### config.mk
export PLATFORM = sky130hd
export DESIGN_NAME = bnn_conv_stream
export DESIGN_NICKNAME = d
export VERILOG_FILES = /design/src/rtl/bnn_pkg.sv /design/src/rtl/bnn_xnor_popcount.sv /design/src/rtl/bnn_conv_stream.sv
export SDC_FILE = /design/constraint.sdc
export NUM_CORES = 1
export LEC_CHECK = 0
export CAP_MARGIN = 30
export CORE_MARGIN = 2
export CORE_UTILIZATION = 30
export DETAILED_ROUTE_END_ITERATION = 8
export SLEW_MARGIN = 20
export SYNTH_ARGS = -nofsm -noshare
export SYNTH_HDL_FRONTEND = slang
export SYNTH_HIERARCHICAL = 1
export SYNTH_SLANG_ARGS = --single-unit
### constraint.sdc
create_clock -name clk -period 10.65 [get_ports clk]
set_clock_uncertainty 0.05 [all_clocks]
set_input_delay 3.195 -clock clk [delete_from_list [all_inputs] [get_ports clk]]
set_output_delay 3.195 -clock clk [all_outputs]
set_load 0.05 [all_outputs]
### src/rtl/bnn_pkg.sv
// Shared types and helpers for the streaming BNN convolution layer.
// Holds the FSM state type, clog2, popcount and the kernel_in bit-index function.
package bnn_pkg;

  typedef enum logic {FILL = 1'b0, RUN = 1'b1} state_e;

  localparam int POP_MAX_N = 1024;

  function automatic int clog2(input int v);
    int r;
    r = 0;
    for (int i = 0; i < 31; i++) begin
      if ((1 << i) < v) r = i + 1;
    end
    return r;
  endfunction

  function automatic int popcount(input logic [POP_MAX_N-1:0] v);
    int n;
    n = 0;
    for (int i = 0; i < POP_MAX_N; i++) n = n + {31'd0, v[i]};
    return n;
  endfunction

  // Row r counts from the oldest (top) row, column k from the leftmost column.
  function automatic int weight_index(input int o, input int c, input int r, input int k,
                                      input int in_chanl, input int kernel_width);
    return ((o * in_chanl + c) * kernel_width * kernel_width) + r * kernel_width + k;
  endfunction

endpackage

### src/rtl/bnn_xnor_popcount.sv
// Combinational XNOR-popcount of one binary window against one channel's weights.
module bnn_xnor_popcount
  import bnn_pkg::*;
#(
  parameter int N     = 9,
  parameter int CNT_W = 4
) (
  input  logic [N-1:0]     i_window,
  input  logic [N-1:0]     i_weights,
  output logic [CNT_W-1:0] o_pop
);

  logic [POP_MAX_N-1:0] w_match;

  always_comb begin
    w_match        = '0;
    w_match[N-1:0] = ~(i_window ^ i_weights);
  end

  assign o_pop = CNT_W'(popcount(w_match));

endmodule

### src/rtl/bnn_conv_stream.sv
// Streaming binary convolution (stride 1, no padding) with line buffers and XNOR-popcount.
// Optional feature macro BNN_THRESH_EN: per-channel threshold port thresh_in replaces the majority rule.
module bnn_conv_stream
  import bnn_pkg::*;
#(
  parameter int  IMG_WIDTH    = 30,
  parameter int  IN_CHANL     = 1,
  parameter int  OUT_CHANL    = 8,
  parameter int  KERNEL_WIDTH = 3,
  localparam int KERNEL_SIZE  = KERNEL_WIDTH * KERNEL_WIDTH,
  localparam int N            = KERNEL_SIZE * IN_CHANL,
  localparam int CNT_W        = clog2(N + 1),
  localparam int OUT_WIDTH    = IMG_WIDTH - KERNEL_WIDTH + 1
) (
  input  logic                                   clk,
  input  logic                                   rst_n,
  input  logic                                   clear,
  input  logic                                   in_valid,
  output logic                                   in_ready,
  input  logic [IN_CHANL-1:0]                    in_data,
  input  logic [KERNEL_SIZE*IN_CHANL*OUT_CHANL-1:0] kernel_in,
`ifdef BNN_THRESH_EN
  input  logic [OUT_CHANL*CNT_W-1:0]             thresh_in,
`endif
  output logic                                   out_valid,
  input  logic                                   out_ready,
  output logic [OUT_CHANL-1:0]                   out_data,
  output logic                                   out_last,
  output logic                                   busy
);

  localparam int POS_W = (clog2(IMG_WIDTH) > 0) ? clog2(IMG_WIDTH) : 1;
  localparam int LB_LEN = (KERNEL_WIDTH - 1) * IMG_WIDTH;
  localparam logic [POS_W-1:0] LAST_POS = POS_W'(OUT_WIDTH + KERNEL_WIDTH - 2);
  localparam logic [POS_W-1:0] EDGE_POS = POS_W'(KERNEL_WIDTH - 1);
  localparam logic [POS_W-1:0] WRAP_POS = POS_W'(IMG_WIDTH - 1);
`ifndef BNN_THRESH_EN
  localparam logic [CNT_W:0] MAJ = (CNT_W + 1)'(N);
`endif

  logic [POS_W-1:0]    r_row, r_col, w_row_nxt, w_col_nxt;
  state_e              r_state;
  logic [IN_CHANL-1:0] r_lb [LB_LEN];
  logic [IN_CHANL-1:0] r_win [KERNEL_WIDTH][KERNEL_WIDTH-1];
  logic [IN_CHANL-1:0] w_col_px [KERNEL_WIDTH];
  logic [N-1:0]        w_win_vec;
  logic [CNT_W-1:0]    w_pop [OUT_CHANL];
  logic [OUT_CHANL-1:0] w_res;
  logic                w_accept;

  assign in_ready = !clear && (!out_valid || out_ready);
  assign w_accept = in_valid && in_ready;
  assign busy     = (r_row != '0) || (r_col != '0);

  // Newest window column: older rows come from the far taps of the line buffer.
  always_comb begin
    for (int r = 0; r < KERNEL_WIDTH - 1; r++) begin
      w_col_px[r] = r_lb[(KERNEL_WIDTH - 1 - r) * IMG_WIDTH - 1];
    end
    w_col_px[KERNEL_WIDTH-1] = in_data;
  end

  always_comb begin
    w_win_vec = '0;
    for (int r = 0; r < KERNEL_WIDTH; r++) begin
      for (int c = 0; c < IN_CHANL; c++) begin
        for (int k = 0; k < KERNEL_WIDTH - 1; k++) begin
          w_win_vec[weight_index(0, c, r, k, IN_CHANL, KERNEL_WIDTH)] = r_win[r][k][c];
        end
        w_win_vec[weight_index(0, c, r, KERNEL_WIDTH - 1, IN_CHANL, KERNEL_WIDTH)] = w_col_px[r][c];
      end
    end
  end

  for (genvar o = 0; o < OUT_CHANL; o++) begin : g_chan
    bnn_xnor_popcount #(.N(N), .CNT_W(CNT_W)) u_pop (
      .i_window (w_win_vec),
      .i_weights(kernel_in[o*N +: N]),
      .o_pop    (w_pop[o])
    );
`ifdef BNN_THRESH_EN
    assign w_res[o] = (w_pop[o] >= thresh_in[o*CNT_W +: CNT_W]);
`else
    assign w_res[o] = ({w_pop[o], 1'b0} >= MAJ);
`endif
  end

  always_comb begin
    w_col_nxt = r_col + POS_W'(1);
    w_row_nxt = r_row;
    if (r_col == WRAP_POS) begin
      w_col_nxt = '0;
      w_row_nxt = (r_row == WRAP_POS) ? '0 : r_row + POS_W'(1);
    end else begin
      w_row_nxt = r_row;
    end
  end

  // Pixel storage follows accepted beats only; stale contents never reach an emitted window.
  always_ff @(posedge clk) begin
    if (w_accept) begin
      r_lb[0] <= in_data;
      for (int i = 1; i < LB_LEN; i++) r_lb[i] <= r_lb[i-1];
      for (int r = 0; r < KERNEL_WIDTH; r++) begin
        for (int j = 0; j < KERNEL_WIDTH - 2; j++) r_win[r][j] <= r_win[r][j+1];
        r_win[r][KERNEL_WIDTH-2] <= w_col_px[r];
      end
    end
  end

  // r_state is the FILL/RUN decode of the position the next accepted beat will occupy.
  always_ff @(posedge clk or negedge rst_n) begin
    if (!rst_n) begin
      r_row     <= '0;
      r_col     <= '0;
      r_state   <= FILL;
      out_valid <= 1'b0;
      out_data  <= '0;
      out_last  <= 1'b0;
    end else if (clear) begin
      r_row     <= '0;
      r_col     <= '0;
      r_state   <= FILL;
      out_valid <= 1'b0;
      out_data  <= '0;
      out_last  <= 1'b0;
    end else if (w_accept) begin
      r_row   <= w_row_nxt;
      r_col   <= w_col_nxt;
      r_state <= ((w_row_nxt >= EDGE_POS) && (w_col_nxt >= EDGE_POS)) ? RUN : FILL;
      case (r_state)
        RUN: begin
          out_valid <= 1'b1;
          out_data  <= w_res;
          out_last  <= (r_row == LAST_POS) && (r_col == LAST_POS);
        end
        FILL: begin
          out_valid <= 1'b0;
          out_last  <= 1'b0;
        end
        default: begin
          out_valid <= 1'b0;
          out_last  <= 1'b0;
        end
      endcase
    end else if (out_ready) begin
      out_valid <= 1'b0;
      out_last  <= 1'b0;
    end
  end

endmodule

Word level (Yosys, flattened, before mapping)

Memory sizes are Yosys's and may differ from the RTL's.
Cells that the tools add are included.

Multiply operators: 0
Muxes and demuxes: 22
Bitwise logic cells: 17
$add $sub $neg: 66
Equal/unequal tests: 2
Divide/modulo/power cells: 0
Shifts and indexed selects: 0
$lt $le $gt $ge: 10
Reduce and logical (&&, ||, !) cells: 14

Operators with widths:

| operator            | number |
|---|---|
| $add 4x1->4         | 56 |
| $not 9->9           | 8 |
| $xor 9x9->9         | 8 |
| $ge 5x4->1 const B  | 8 |
| $mux 5              | 7 |
| $mux 8              | 3 |
| $add 1x1->2         | 8 |
| $add 5x1->5 const B | 2 |
| $eq 5x5->1 const B  | 2 |
| $ge 5x2->1 const B  | 2 |
| $mux 1              | 10 |
| $reduce_bool 5->1   | 2 |
| $logic_and 1x1->1   | 4 |
| $pmux 1 s2          | 2 |
| $reduce_bool 2->1   | 2 |
| $reduce_bool 3->1   | 1 |
| $logic_not 1->1     | 2 |
| $logic_or 1x1->1    | 2 |
| $reduce_and 2->1    | 1 |
| $not 1->1           | 1 |

Latch bits: 0
Memory bits (read-only): 0
RAM bits: 66
Bits in registers: 21
Output and inout bits: 12
Bits of input ports: 78
Memories kept: 2
Word-level logic and storage cells: 139

Memory list:

| memory | words | bits a word | rd ports | clocked after memory_dff | wr ports | RTL line              | text |
|---|---|---|---|---|---|---|---|
| r_lb   | 60    | 1           | 60       | 0                        | 60       | bnn_conv_stream.sv:43 | `logic [IN_CHANL-1:0] r_lb [LB_LEN];` |
| r_win  | 3     | 2           | 3        | 0                        | 3        | bnn_conv_stream.sv:44 | `logic [IN_CHANL-1:0] r_win [KERNEL_WIDTH][KERNEL_WIDTH-1];` |

Longest topological paths before layout

Gate-level depths: netlist of the first run.
An unclocked memory read counts as a cell.

Word-level depth: 15
Depth in mapped cells: 13
Gate-level depth less buffers: 13

By module

Netlist of the first run, hierarchy kept.

Modules (own cells, without submodules):

| module                                  | area an instance (um2) | seq. area each (um2) | times used | cells each |
|---|---|---|---|---|
| bnn_conv_stream                         | 3143.0                 | 2387.3               | 1          | 210 |
| bnn_xnor_popcount (g_chan[0].u_pop ...) | 264.0                  | 0.0                  | 7          | 27 |
| bnn_xnor_popcount (g_chan[6].u_pop)     | 250.2                  | 0.0                  | 1          | 26 |

Least setup slack after synthesis of the first run

OpenSTA, ideal clock, no wires.

Path kind: input port to output port
Start: in out_ready
End: out in_ready
Arrival time: 4.078 ns
Path slack: 3.327 ns
Required time: 7.405 ns
Buffers on the path: 0
Stages: 2
Cell sequence: nand2b_1 -> nor2b_1

Cells in the longest elaborated chain, start to end: 2

RTL lines:

| element           | RTL line              | text |
|---|---|---|
| from (decl)       | bnn_conv_stream.sv:26 | `input logic out_ready,` |
| $logic_or 1x1->1  | bnn_conv_stream.sv:51 | `assign in_ready = !clear && (!out_valid \|\| out_ready);` |
| $logic_and 1x1->1 | bnn_conv_stream.sv:51 |  |
| to (decl)         | bnn_conv_stream.sv:19 | `output logic in_ready,` |

No other way between the ends.

Worst setup path in the final report of the first run

Start: in clear
End: out in_ready

Cells in the longest elaborated chain, start to end: 2

RTL lines:

| element           | RTL line              | text |
|---|---|---|
| from (decl)       | bnn_conv_stream.sv:17 | `input logic clear,` |
| $logic_not 1->1   | bnn_conv_stream.sv:51 |  |
| $logic_and 1x1->1 | bnn_conv_stream.sv:51 |  |

No other way between the ends.

==> results_tabular.tex, run 1 <==
\begin{tabular}{lr}
\hline
Metric & Value \\
\hline
\multicolumn{2}{l}{\textbf{Status}} \\
\quad Result of the run & finished clean \\
\multicolumn{2}{l}{\textbf{Worst setup path}} \\
\quad Type of the setup path with the least slack & input port to output pin \\
\quad Setup crit end kind & output pin \\
\quad CP required & 7410 ps \\
\quad Startpoint kind of the worst setup timing path & input port \\
\quad Startpoint of the lowest-slack register-to-register path & r\_lb[0][31] \\
\quad Cell breakdown of the critical path & clkdlybuf4s50\_1 -> nor2b\_1 -> clkdlybuf4s50\_1 \\
\quad Startpoint of the most critical setup path & clear \\
\quad Worst-path maximum fanout & 15 \\
\quad Crit path DAT & approximately 5000 ps \\
\quad Slowest-stage cell, CP & clkdlybuf4s50\_1 \\
\quad Worst path max stage delay & 830 ps \\
\quad Critical Path Most Common Cell & clkdlybuf4s50\_1 \\
\multicolumn{2}{l}{\textbf{Power and ir drop}} \\
\quad IR Drop Worst-Case VDD & 0.00007567 V \\
\quad Standby leakage power & 2.684 nW \\
\quad PD cells & 165.8 nW/µm² \\
\multicolumn{2}{l}{\textbf{Synth}} \\
\quad Post-Synthesis Mean Instance Area & 12.33 µm² \\
\quad Gate count of the mapped netlist & 425 \\
\quad Post-synthesis register bit count & 83 \\
\quad YS warnings & 6 \\
\quad Number of distinct library cell variants in the gate-level netlist after synthesis & 36 \\
\quad Netlist area before placement & 5241 µm² \\
\quad Seq/Total Area, Yosys & 45.55\% \\
\quad Synthesized net count & 565 \\
\multicolumn{2}{l}{\textbf{Timing}} \\
\quad Final critical-path share of the clock period & 77.06\% \\
\quad RSZ-0062 raised after global routing & no \\
\quad Maximum clock rate & 121.8 MHz \\
\quad Total negative setup slack & 0 ps \\
\quad Worst slew pin tran & 876.6 ps \\
\quad Final hold viol count & 0 \\
\quad Count of final setup violators & 0 \\
\quad Final Max Slew Viols & 0 \\
\quad Worst setup margin & 2443 ps \\
\quad Post-layout min period & 8207 ps \\
\quad Worst max-slew margin expressed relative to the limit & 41.56\% \\
\quad Worst hold margin & 364.8 ps \\
\multicolumn{2}{l}{\textbf{CTS}} \\
\quad Clock latency reported for the late side of the worst-skew pair & 340 ps \\
\quad Post-CTS setup repair buffer count & 0 \\
\quad TritonCTS clock tree & yes \\
\quad Number of gates given a new drive strength after cts & 0 \\
\quad Count of H-tree levels built during CTS & 3 \\
\quad Hold Buf Count CTS & 0 \\
\quad CTS max path bufs & 2 \\
\quad Cell at the root of the clock tree & clkbuf\_16 \\
\quad Sink count of the clock tree & 83 \\
\quad Cts bufs inserted & 9 \\
\quad Register clock-pin slew on the reported worst setup and hold paths & 70 ps \\
\multicolumn{2}{l}{\textbf{GRT}} \\
\quad Combined global-route utilization of all metal layers & 14.20\% \\
\quad Grt ovf & 0 \\
\quad Maximum number of pins on one net before global-route repair & 72 \\
\quad First-pass GRT wire length & 19.79 mm \\
\quad Via count of the first global-routing pass & 3,768 \\
\quad Number of antenna violations at the first check in global routing & 0 \\
\multicolumn{2}{l}{\textbf{Route}} \\
\quad Post-route DRC & 0 \\
\quad Starting DRT DRC Count & 184 \\
\quad Vias & 3,365 \\
\quad Pre-Repair DR Iteration Count & 4 \\
\quad Routed length per placed instance & around 16 µm \\
\quad Aggregate routed wire length & roughly 12 mm \\
\quad Number of nets still failing antenna checks after routing & 0 \\
\quad Vias per inst & 4.481 \\
\multicolumn{2}{l}{\textbf{Die}} \\
\quad Total number of placement rows & 48 \\
\quad Die outline height & 136.2 µm \\
\quad Core Footprint & 17,180 µm² \\
\quad Width of the die & 136.2 µm \\
\quad Die footprint & 18,540 µm² \\
\quad Starting density of the core & 30.51\% \\
\quad Boundary Pins & 90 \\
\multicolumn{2}{l}{\textbf{Cells and area}} \\
\quad Proportion of layout cells with a drive suffix above 1 & 5.894\% \\
\quad Most common cell after layout, fill and taps aside & clkdlybuf4s50\_1 \\
\quad Top library cells by usage in the layout, fill and taps aside & clkdlybuf4s50\_1 (89), inv\_1 (70), edfxtp\_1 (62) \\
\quad Post-route cell area & $\sim$6700 µm² \\
\quad Layout overhead on the synthesized area & 28.72\% \\
\quad Count of placed standard cells in the final layout, fillers left out & 751 \\
\quad Layout net count & 661 \\
\quad Antenna diode count & 0 \\
\multicolumn{2}{l}{\textbf{Placement}} \\
\quad Final weighted congestion in routability-driven placement & 0.8101 \\
\quad Pre-CTS WS & 2436 ps \\
\quad Area after DPL & 6394 µm² \\
\quad Port Buffers & 89 \\
\quad Placed cells & 735 \\
\quad Half-perimeter wire length of the detailed placement result & $\sim$9 mm \\
\multicolumn{2}{l}{\textbf{Min path}} \\
\quad Origin of the worst min-delay path & r\_lb[0][22] \\
\quad Hold/Removal Path Class & register to register \\
\multicolumn{2}{l}{\textbf{Run}} \\
\quad Reported max-cap violation count & 0 \\
\hline
\end{tabular}
Yosys cell counts:
library cell	n	area share (%)
nand4_1	5	0.60
inv_4	1	0.12
buf_6	1	0.21
nor2b_4	8	2.1
nand2_1	8	0.57
nor2_2	1	0.12
nor3_1	13	1.2
xnor2_1	47	7.9
a211oi_1	1	0.14
o32ai_1	1	0.17
edfxtp_1	62	36
and4_1	1	0.17
nand2_2	2	0.24
o21ai_0	16	1.5
nand2b_1	9	1.1
buf_2	1	0.095
buf_4	2	0.29
a211o_1	1	0.17
nor4b_2	1	0.29
dfrtp_1	21	10
nand3b_1	1	0.14
nor2_1	8	0.57
or2_2	1	0.12
nor2b_1	2	0.24
o21a_1	15	2.1
xor2_1	34	5.7
inv_1	70	5.0
o21ai_1	1	0.095
o2111ai_1	1	0.17
a31oi_1	2	0.24
fa_1	40	15
ha_1	22	5.3
a21oi_1	16	1.5
nand3_1	8	0.76
nor4b_1	1	0.17
clkbuf_1	1	0.072
cell families after synthesis:
| logic type | Yosys count | synth area share (%) |
|---|---|---|
| buffers and inverters | 76 | 5.801 |
| AOI/OAI and AO/OA | 54 | 6.183 |
| and+or+nand+nor | 69 | 8.403 |
| xor gates and xnor gates | 81 | 13.54 |
| DFF | 83 | 45.55 |
| adders and majority gates | 62 | 20.53 |
layer usage:
metal	vias to the layer above	share of wire (%)	routed length (µm)	global-route usage, %
met2	113	48	5828	23.26
met3	25	7.2	873	3.691
met1	1641	41	5012	17.75
met5	-	0	0	0
met4	0	3.3	396	6.019
li1	1586	-	-	-
path summary, 6_finish.rpt:
check / endpoint / slack, ps / depth (start not counted)
hold / removal: r_lb[0][23] / 360 / 0
setup / recovery: in_ready / 2440 / 3
max in group asynchronous: out_data[4] / 7020 / 2
setup reg to reg: out_data[5] / 5990 / 13
hold reg to reg: r_lb[0][23] / 360 / 0
min in group asynchronous: out_valid / 3100 / 1
critical path, delay by kind of cell:
family	cells	cell delay, ps
buf+inv	2	1540
simple gates	1	230
report_power, final:
| group | switching (W) | internal, W |
|---|---|---|
| clock network | 0.000133 | 0.000233 |
| registers | 0.0000103 | 0.000360 |
| logic | 0.000188 | 0.000194 |
final cells by class:
cell class	count	area [µm²]
clock buffers	9	225.2
multi-input cells	266	2550
fillers	1658	10430
repair buffers	90	905.9
flip-flops and latches	83	2387
inverters	71	269.0
clock inverters	7	127.6
well taps	225	281.5
sequential cells by signal (all words and copies together) (netlist names):
signal,count
r_row,5
r_lb,59
out_valid,1
out_data,8
r_col,5
r_state,1
r_win,3
out_last,1
metrics by stage:
| stage | utilization [%] | power [W] |
|---|---|---|
| finish | 39.28 | 0.001119 |
| global route | 39.28 | 0.001209 |
| CTS | 39.28 | 0.001135 |
| detailed placement | 37.22 | 0.0007624 |
| global placement | 37.14 | 0.0007413 |
| floorplan | - | 0.0006593 |
No activity file was read; power rests on OpenSTA's default activity.
==> inputs of run 2 (changes only) <==
==> constraint.sdc (replaced) <==
create_clock -name clk -period 6.91 [get_ports clk]
set_clock_uncertainty 0.05 [all_clocks]
set_input_delay 2.073 -clock clk [delete_from_list [all_inputs] [get_ports clk]]
set_output_delay 2.073 -clock clk [all_outputs]
set_load 0.05 [all_outputs]
==> results_tabular.tex, run 2 (synthesis results as in run 1) <==
\begin{tabular}{lr}
\hline
Metric & Value \\
\hline
\multicolumn{2}{l}{\textbf{Status}} \\
\quad Result of the run & finished clean (unchanged) \\
\multicolumn{2}{l}{\textbf{Power and ir drop}} \\
\quad Sum of internal, switching and leakage power & 0.001637 W (was 0.001119 W) \\
\quad Portion of total power attributed to sequential cells & 34.8\% (was 33.1\%) \\
\quad Switching share of power & 30.74\% (was 29.61\%) \\
\quad PD cells & 244.8 nW/µm² (was 165.8 nW/µm²) \\
\quad IR Drop Worst-Case VDD & 0.0001465 V (was 0.00007567 V) \\
\quad Sw Pwr & 0.0005034 W (was 0.0003313 W) \\
\quad Internal & 0.001134 W (was 0.0007874 W) \\
\quad Standby leakage power & 2.653 nW (was 2.684 nW) \\
\quad Combinational Power Share & 35.8\% (was 34.2\%) \\
\quad Clock power share & 29.4\% (was 32.7\%) \\
\multicolumn{2}{l}{\textbf{Timing}} \\
\quad Worst slew pin tran & 869.3 ps (was 876.6 ps) \\
\quad RSZ-0062 raised after global routing & no (unchanged) \\
\quad Worst setup margin & 985.5 ps (was 2443 ps) \\
\quad Worst hold margin & 367.3 ps (was 364.8 ps) \\
\quad Worst max-slew margin expressed relative to the limit & 42.05\% (was 41.56\%) \\
\quad Total negative setup slack & 0 ps (unchanged) \\
\quad Final Max Slew Viols & 0 (unchanged) \\
\quad Final critical-path share of the clock period & between 80\% and 90\% \\
\quad Final hold viol count & 0 (unchanged) \\
\quad Count of final setup violators & 0 (unchanged) \\
\quad Post-layout min period & just under 6000 ps \\
\quad Maximum clock rate & 168.8 MHz \\
\multicolumn{2}{l}{\textbf{CTS}} \\
\quad Cell at the root of the clock tree & clkbuf\_16 (unchanged) \\
\quad Register clock-pin slew on the reported worst setup and hold paths & 60 ps (was 70 ps) \\
\quad Clock latency reported for the late side of the worst-skew pair & 330 ps (was 340 ps) \\
\quad Number of gates given a new drive strength after cts & 0 (unchanged) \\
\quad Count of H-tree levels built during CTS & 3 (unchanged) \\
\quad Hold Buf Count CTS & 0 (unchanged) \\
\quad Sink count of the clock tree & 83 (unchanged) \\
\quad Cts bufs inserted & 9 (unchanged) \\
\quad CTS max path bufs & 2 (unchanged) \\
\quad TritonCTS clock tree & yes (unchanged) \\
\quad Post-CTS setup repair buffer count & 0 (unchanged) \\
\multicolumn{2}{l}{\textbf{Die}} \\
\quad Core Footprint & 17,180 µm² (unchanged) \\
\quad Total number of placement rows & 48 (unchanged) \\
\quad Die outline height & 136.2 µm (unchanged) \\
\quad Die footprint & 18,540 µm² (unchanged) \\
\quad Boundary Pins & 90 (unchanged) \\
\quad Starting density of the core & 30.51\% (unchanged) \\
\quad Width of the die & 136.2 µm (unchanged) \\
\multicolumn{2}{l}{\textbf{Worst setup path}} \\
\quad Type of the setup path with the least slack & input port to register (was input port to output pin) \\
\quad Timing endpoint of the critical path & out\_data[5] (was in\_ready) \\
\quad Slowest-stage cell, CP & fa\_1 (was clkdlybuf4s50\_1) \\
\quad Worst reg2reg endpoint & out\_data[5] (unchanged) \\
\quad Crit path DAT & 6070 ps (was 4960 ps) \\
\quad Total stage count of the critical path & 14 (was 3) \\
\quad Cell breakdown of the critical path & clkdlybuf4s50\_1 -> xnor2\_1 -> fa\_1 -> inv\_1 -> fa\_1 -> inv\_1 -> fa\_1 -> inv\_1 -> fa\_1 -> fa\_1 -> inv\_1 -> o21a\_1 -> nor3\_1 -> nor3\_1 (was clkdlybuf4s50\_1 -> nor2b\_1 -> clkdlybuf4s50\_1) \\
\quad Worst R2R Path Depth & 13 (unchanged) \\
\quad Critical Path Most Common Cell & fa\_1 (was clkdlybuf4s50\_1) \\
\quad CP required & 7060 ps (was 7410 ps) \\
\quad Worst R2R Setup Slack & 2300 ps (was 5990 ps) \\
\quad Startpoint kind of the worst setup timing path & input port (unchanged) \\
\quad Startpoint of the most critical setup path & kernel\_in[48] (was clear) \\
\quad Number of buffers and inverters on the critical path & 5 (was 2) \\
\quad Worst path max stage delay & 560 ps (was 830 ps) \\
\quad Startpoint of the lowest-slack register-to-register path & r\_lb[0][31] (unchanged) \\
\quad Top Family by Delay on Critical Path & adder cells (was buffers and inverters) \\
\quad Setup crit end kind & register (was output pin) \\
\quad Worst-path maximum fanout & 2 (was 15) \\
\multicolumn{2}{l}{\textbf{Cells and area}} \\
\quad Top flop regs & r\_lb (59), out\_data (8) (unchanged) \\
\quad Top library cells by usage in the layout, fill and taps aside & clkdlybuf4s50\_1 (88), inv\_1 (70), edfxtp\_1 (62) (was clkdlybuf4s50\_1 (89), inv\_1 (70), edfxtp\_1 (62)) \\
\quad Count of placed standard cells in the final layout, fillers left out & 752 (was 751) \\
\quad Number of flip-flops in the largest register & 59 (unchanged) \\
\quad Layout net count & 662 (was 661) \\
\quad Reg with most FFs & r\_lb (unchanged) \\
\quad Fill cells & 1,663 (was 1,658) \\
\quad Layout overhead on the synthesized area & 27.62\% (was 28.72\%) \\
\quad Antenna diode count & 0 (unchanged) \\
\quad Proportion of layout cells with a drive suffix above 1 & 6.072\% (was 5.894\%) \\
\quad Most common cell after layout, fill and taps aside & clkdlybuf4s50\_1 (unchanged) \\
\multicolumn{2}{l}{\textbf{GRT}} \\
\quad Via count of the first global-routing pass & 3,639 (was 3,768) \\
\quad Combined global-route utilization of all metal layers & 14.04\% (was 14.20\%) \\
\quad Maximum number of pins on one net before global-route repair & 72 (unchanged) \\
\quad Grt ovf & 0 (unchanged) \\
\quad Number of antenna violations at the first check in global routing & 1 (was 0) \\
\quad First-pass GRT wire length & 19.37 mm (was 19.79 mm) \\
\multicolumn{2}{l}{\textbf{Route}} \\
\quad Post-route DRC & 0 (unchanged) \\
\quad Vias & 3,416 (was 3,365) \\
\quad Routed length per placed instance & 16.01 µm (was 16.13 µm) \\
\quad Aggregate routed wire length & 12.04 mm (was 12.11 mm) \\
\quad Number of nets still failing antenna checks after routing & 0 (unchanged) \\
\quad Starting DRT DRC Count & 220 (was 184) \\
\quad Pre-Repair DR Iteration Count & 4 (unchanged) \\
\quad Vias per inst & 4.543 (was 4.481) \\
\multicolumn{2}{l}{\textbf{Placement}} \\
\quad Port Buffers & 89 (unchanged) \\
\quad Half-perimeter wire length of the detailed placement result & 8.600 mm (was 8.803 mm) \\
\quad Placed cells & 736 (was 735) \\
\quad Pre-CTS WS & 614.7 ps (was 2436 ps) \\
\quad Final weighted congestion in routability-driven placement & 0.7926 (was 0.8101) \\
\multicolumn{2}{l}{\textbf{Min path}} \\
\quad Hold/Removal Path Class & register to register (unchanged) \\
\multicolumn{2}{l}{\textbf{Run}} \\
\quad Reported max-cap violation count & 0 (unchanged) \\
\hline
\end{tabular}
[run 2: worst min-delay path by stage]
stage,startpoint,endpoint,slack (ps),cells after the start
global placement,r_lb[1][4],r_lb[1][5],360,0
CTS,r_lb[1][19],r_lb[1][20],370,0
finish,r_lb[1][19],r_lb[1][20],370,0
detailed placement,r_lb[0][5],r_lb[0][6],360,0
global route,r_lb[1][4],r_lb[1][5],370,0
floorplan,r_lb[0][9],r_lb[0][10],350,0
[run 2: per-layer routing]
metal / vias to the layer above / routed length [µm] / track usage, %
li1: 1595 / - / -
met1: 1705 / 5176 / 18.26
met2: 102 / 5894 / 23.20
met3: 12 / 820 / 4.176
met4: 2 / 132 / 3.009
met5: - / 13 / 0
[run 2: area by class of cell]
type | count | area (µm²) | share of cell area (%)
multi-input combinational | 266 | 2550 | 38.12
inverter | 71 | 269.0 | 4.022
timing repair buffer | 91 | 900.9 | 13.47
clock inverter | 7 | 75.07 | 1.122
sequential | 83 | 2387 | 35.69
clock buffer | 9 | 225.2 | 3.367
tap | 225 | 281.5 | 4.209
[run 2: stage by stage]
step,instance area (µm²),utilization (%)
2_1_floorplan,5241,-
3_3_place_gp,6394,37.22
3_5_place_dp,6389,37.19
4_1_cts,6689,38.94
5_1_grt,6689,38.94
6_report,6689,38.94
[run 2: power by group through the flow]
| stage | sequential (W) | combinational (W) | clock (W) |
|---|---|---|---|
| 2_1_floorplan | 0.000573 | 0.000443 | 0 |
| 3_3_place_gp | 0.000581 | 0.000561 | 0 |
| 3_5_place_dp | 0.000581 | 0.000594 | 0 |
| 4_1_cts | 0.000571 | 0.000598 | 0.000494 |
| 5_1_grt | 0.000572 | 0.000689 | 0.000518 |
| 6_report | 0.000570 | 0.000586 | 0.000481 |
==> inputs of run 3 (changes only) <==
--- a/config.mk
+++ b/config.mk
@@ -9,7 +9,9 @@
 export CORE_MARGIN = 2
 export CORE_UTILIZATION = 30
 export DETAILED_ROUTE_END_ITERATION = 8
-export SLEW_MARGIN = 20
+export GPL_TIMING_DRIVEN = 1
+export SETUP_SLACK_MARGIN = 0.4
+export SLEW_MARGIN = 10
 export SYNTH_ARGS = -nofsm -noshare
 export SYNTH_HDL_FRONTEND = slang
 export SYNTH_HIERARCHICAL = 1
==> results_tabular.tex, run 3 (synthesis results as in run 1) <==
\begin{tabular}{lr}
\hline
Metric & Value \\
\hline
\multicolumn{2}{l}{\textbf{Status}} \\
\quad Result of the run & finished clean (unchanged) \\
\multicolumn{2}{l}{\textbf{Die}} \\
\quad Width of the die & 136.2 µm (unchanged) \\
\quad Die outline height & 136.2 µm (unchanged) \\
\quad Starting density of the core & 30.51\% (unchanged) \\
\quad Total number of placement rows & 48 (unchanged) \\
\quad Die footprint & 18,540 µm² (unchanged) \\
\quad Boundary Pins & 90 (unchanged) \\
\quad Core Footprint & 17,180 µm² (unchanged) \\
\multicolumn{2}{l}{\textbf{Placement}} \\
\quad Half-perimeter wire length of the detailed placement result & 8.642 mm (was 8.600 mm) \\
\quad Port Buffers & 89 (unchanged) \\
\quad Placed cells & 737 (was 736) \\
\quad Pre-CTS WS & 627.9 ps (was 614.7 ps) \\
\quad Area after DPL & 6421 µm² (was 6389 µm²) \\
\quad Final weighted congestion in routability-driven placement & 0.7926 (unchanged) \\
\multicolumn{2}{l}{\textbf{Timing}} \\
\quad Post-layout min period & 5929 ps (was 5924 ps) \\
\quad Worst max-slew margin expressed relative to the limit & 42.42\% (was 42.05\%) \\
\quad Final Max Slew Viols & 0 (unchanged) \\
\quad Final hold viol count & 0 (unchanged) \\
\quad Total negative setup slack & 0 ps (unchanged) \\
\quad Worst slew pin tran & 863.7 ps (was 869.3 ps) \\
\quad Maximum clock rate & 168.7 MHz (was 168.8 MHz) \\
\quad Worst setup margin & 980.6 ps (was 985.5 ps) \\
\quad Final critical-path share of the clock period & 85.81\% (was 85.74\%) \\
\quad RSZ-0062 raised after global routing & no (unchanged) \\
\quad Count of final setup violators & 0 (unchanged) \\
\multicolumn{2}{l}{\textbf{Cells and area}} \\
\quad Top flop regs & r\_lb (59), out\_data (8) (unchanged) \\
\quad Reg with most FFs & r\_lb (unchanged) \\
\quad Proportion of layout cells with a drive suffix above 1 & 6.250\% (was 6.072\%) \\
\quad Post-route cell area & 6720 µm² (was 6689 µm²) \\
\quad Count of placed standard cells in the final layout, fillers left out & 754 (was 752) \\
\quad Top library cells by usage in the layout, fill and taps aside & clkdlybuf4s50\_1 (89), inv\_1 (70), edfxtp\_1 (62) (was clkdlybuf4s50\_1 (88), inv\_1 (70), edfxtp\_1 (62)) \\
\quad Fill cells & 1,680 (was 1,663) \\
\quad Layout net count & 663 (was 662) \\
\quad Number of flip-flops in the largest register & 59 (unchanged) \\
\quad Layout overhead on the synthesized area & 28.22\% (was 27.62\%) \\
\quad Most common cell after layout, fill and taps aside & clkdlybuf4s50\_1 (unchanged) \\
\multicolumn{2}{l}{\textbf{CTS}} \\
\quad Cts bufs inserted & 9 (unchanged) \\
\quad Register clock-pin slew on the reported worst setup and hold paths & 70 ps (was 60 ps) \\
\quad Cell at the root of the clock tree & clkbuf\_16 (unchanged) \\
\quad Count of H-tree levels built during CTS & 3 (unchanged) \\
\quad Clock latency reported for the late side of the worst-skew pair & 330 ps (about the same) \\
\quad CTS max path bufs & 2 (unchanged) \\
\quad Hold Buf Count CTS & 0 (unchanged) \\
\quad Sink count of the clock tree & 83 (unchanged) \\
\quad Post-CTS setup repair buffer count & 0 (unchanged) \\
\quad TritonCTS clock tree & yes (unchanged) \\
\quad Number of gates given a new drive strength after cts & 0 (unchanged) \\
\multicolumn{2}{l}{\textbf{Worst setup path}} \\
\quad Cell breakdown of the critical path & clkdlybuf4s50\_1 -> xnor2\_1 -> fa\_1 -> inv\_1 -> fa\_1 -> inv\_1 -> fa\_1 -> inv\_1 -> fa\_1 -> fa\_1 -> inv\_1 -> o21a\_1 -> nor3\_1 -> nor3\_1 (unchanged) \\
\quad Number of buffers and inverters on the critical path & 5 (unchanged) \\
\quad Critical Path Most Common Cell & fa\_1 (unchanged) \\
\quad Worst-path maximum fanout & 2 (unchanged) \\
\quad Crit path DAT & 6080 ps (was 6070 ps) \\
\quad Type of the setup path with the least slack & input port to register (unchanged) \\
\quad Slowest-stage cell, CP & fa\_1 (unchanged) \\
\quad Startpoint kind of the worst setup timing path & input port (unchanged) \\
\quad Top Family by Delay on Critical Path & adder cells (unchanged) \\
\quad CP required & 7060 ps (about the same) \\
\quad Setup crit end kind & register (unchanged) \\
\quad Worst path max stage delay & 560 ps (about the same) \\
\multicolumn{2}{l}{\textbf{Route}} \\
\quad Routed length per placed instance & 15.76 µm (was 16.01 µm) \\
\quad Vias per inst & 4.484 (was 4.543) \\
\quad Aggregate routed wire length & 11.88 mm (was 12.04 mm) \\
\quad Vias & 3,381 (was 3,416) \\
\quad Number of nets still failing antenna checks after routing & 0 (unchanged) \\
\quad Starting DRT DRC Count & 192 (was 220) \\
\quad Post-route DRC & 0 (unchanged) \\
\quad Pre-Repair DR Iteration Count & 6 (was 4) \\
\multicolumn{2}{l}{\textbf{GRT}} \\
\quad First-pass GRT wire length & 19.15 mm (was 19.37 mm) \\
\quad Met1 track demand over resource in global routing & 17.36\% (was 18.26\%) \\
\quad Number of antenna violations at the first check in global routing & 1 (unchanged) \\
\quad Grt ovf & 0 (unchanged) \\
\quad Via count of the first global-routing pass & 3,708 (was 3,639) \\
\quad Met2 GRT Util & 23.98\% (was 23.20\%) \\
\quad Maximum number of pins on one net before global-route repair & 72 (unchanged) \\
\quad Met3 track demand over resource & 2.759\% (was 4.176\%) \\
\quad GRT busiest layer & met2 (unchanged) \\
\quad Combined global-route utilization of all metal layers & 13.72\% (was 14.04\%) \\
\multicolumn{2}{l}{\textbf{Run}} \\
\quad Reported max-cap violation count & 0 (unchanged) \\
\multicolumn{2}{l}{\textbf{Power and ir drop}} \\
\quad Standby leakage power & 2.665 nW (was 2.653 nW) \\
\quad PD cells & 241.3 nW/µm² (was 244.8 nW/µm²) \\
\quad IR Drop Worst-Case VDD & 0.0001652 V (was 0.0001465 V) \\
\multicolumn{2}{l}{\textbf{Min path}} \\
\quad Hold/Removal Path Class & register to register (unchanged) \\
\hline
\end{tabular}
run 3: worst paths after layout:
| check | from | endpoint | slack (ps) | depth (start not counted) |
|---|---|---|---|---|
| max in group asynchronous | rst_n | out_data[4] | 4320 | 2 |
| min | r_lb[1][25] | r_lb[1][26] | 360 | 0 |
| max reg2reg | r_lb[0][31] | out_data[5] | 2310 | 13 |
| max | kernel_in[48] | out_data[5] | 980 | 14 |
| min in group asynchronous | rst_n | out_valid | 2030 | 1 |
| min reg2reg | r_lb[1][25] | r_lb[1][26] | 360 | 0 |
run 3: final cells by class:
class / count / area (µm²) / share of cell area (%)
well taps: 225 / 281.5 / 4.189
repair buffers: 92 / 933.4 / 13.89
inverters: 71 / 269.0 / 4.003
clock buffers: 9 / 225.2 / 3.351
clock inverters: 7 / 71.32 / 1.061
flip-flops and latches: 83 / 2387 / 35.52
diodes: 1 / 2.502 / 0.03724
multi-input cells: 266 / 2550 / 37.94
run 3: routing by layer:
metal / share of wire (%) / wire, µm / up-vias
met2: 50 / 5994 / 82
li1: - / - / 1591
met4: 0.61 / 72 / 2
met5: 0.13 / 16 / -
met3: 5.3 / 635 / 9
met1: 43 / 5164 / 1697
run 3: per-stage QoR:
stage | total power (W) | hold slack, ps | util [%]
after floorplan | 0.001016 | 350.3 | -
after global placement | 0.001142 | 356.9 | 37.22
after detailed placement | 0.001176 | 354.5 | 37.38
after CTS | 0.001646 | 367.1 | 39.11
after global routing | 0.001759 | 370.7 | 39.11
final | 0.001621 | 364.4 | 39.12
run 3: report_power, final:
part           total, W  leakage (nW)  internal (W)  switching (W)
registers      0.000570         0.873      0.000554      0.0000154
logic          0.000588          1.65      0.000300       0.000289
clock network  0.000463         0.139      0.000253       0.000210
total           0.00162          2.66       0.00111       0.000514
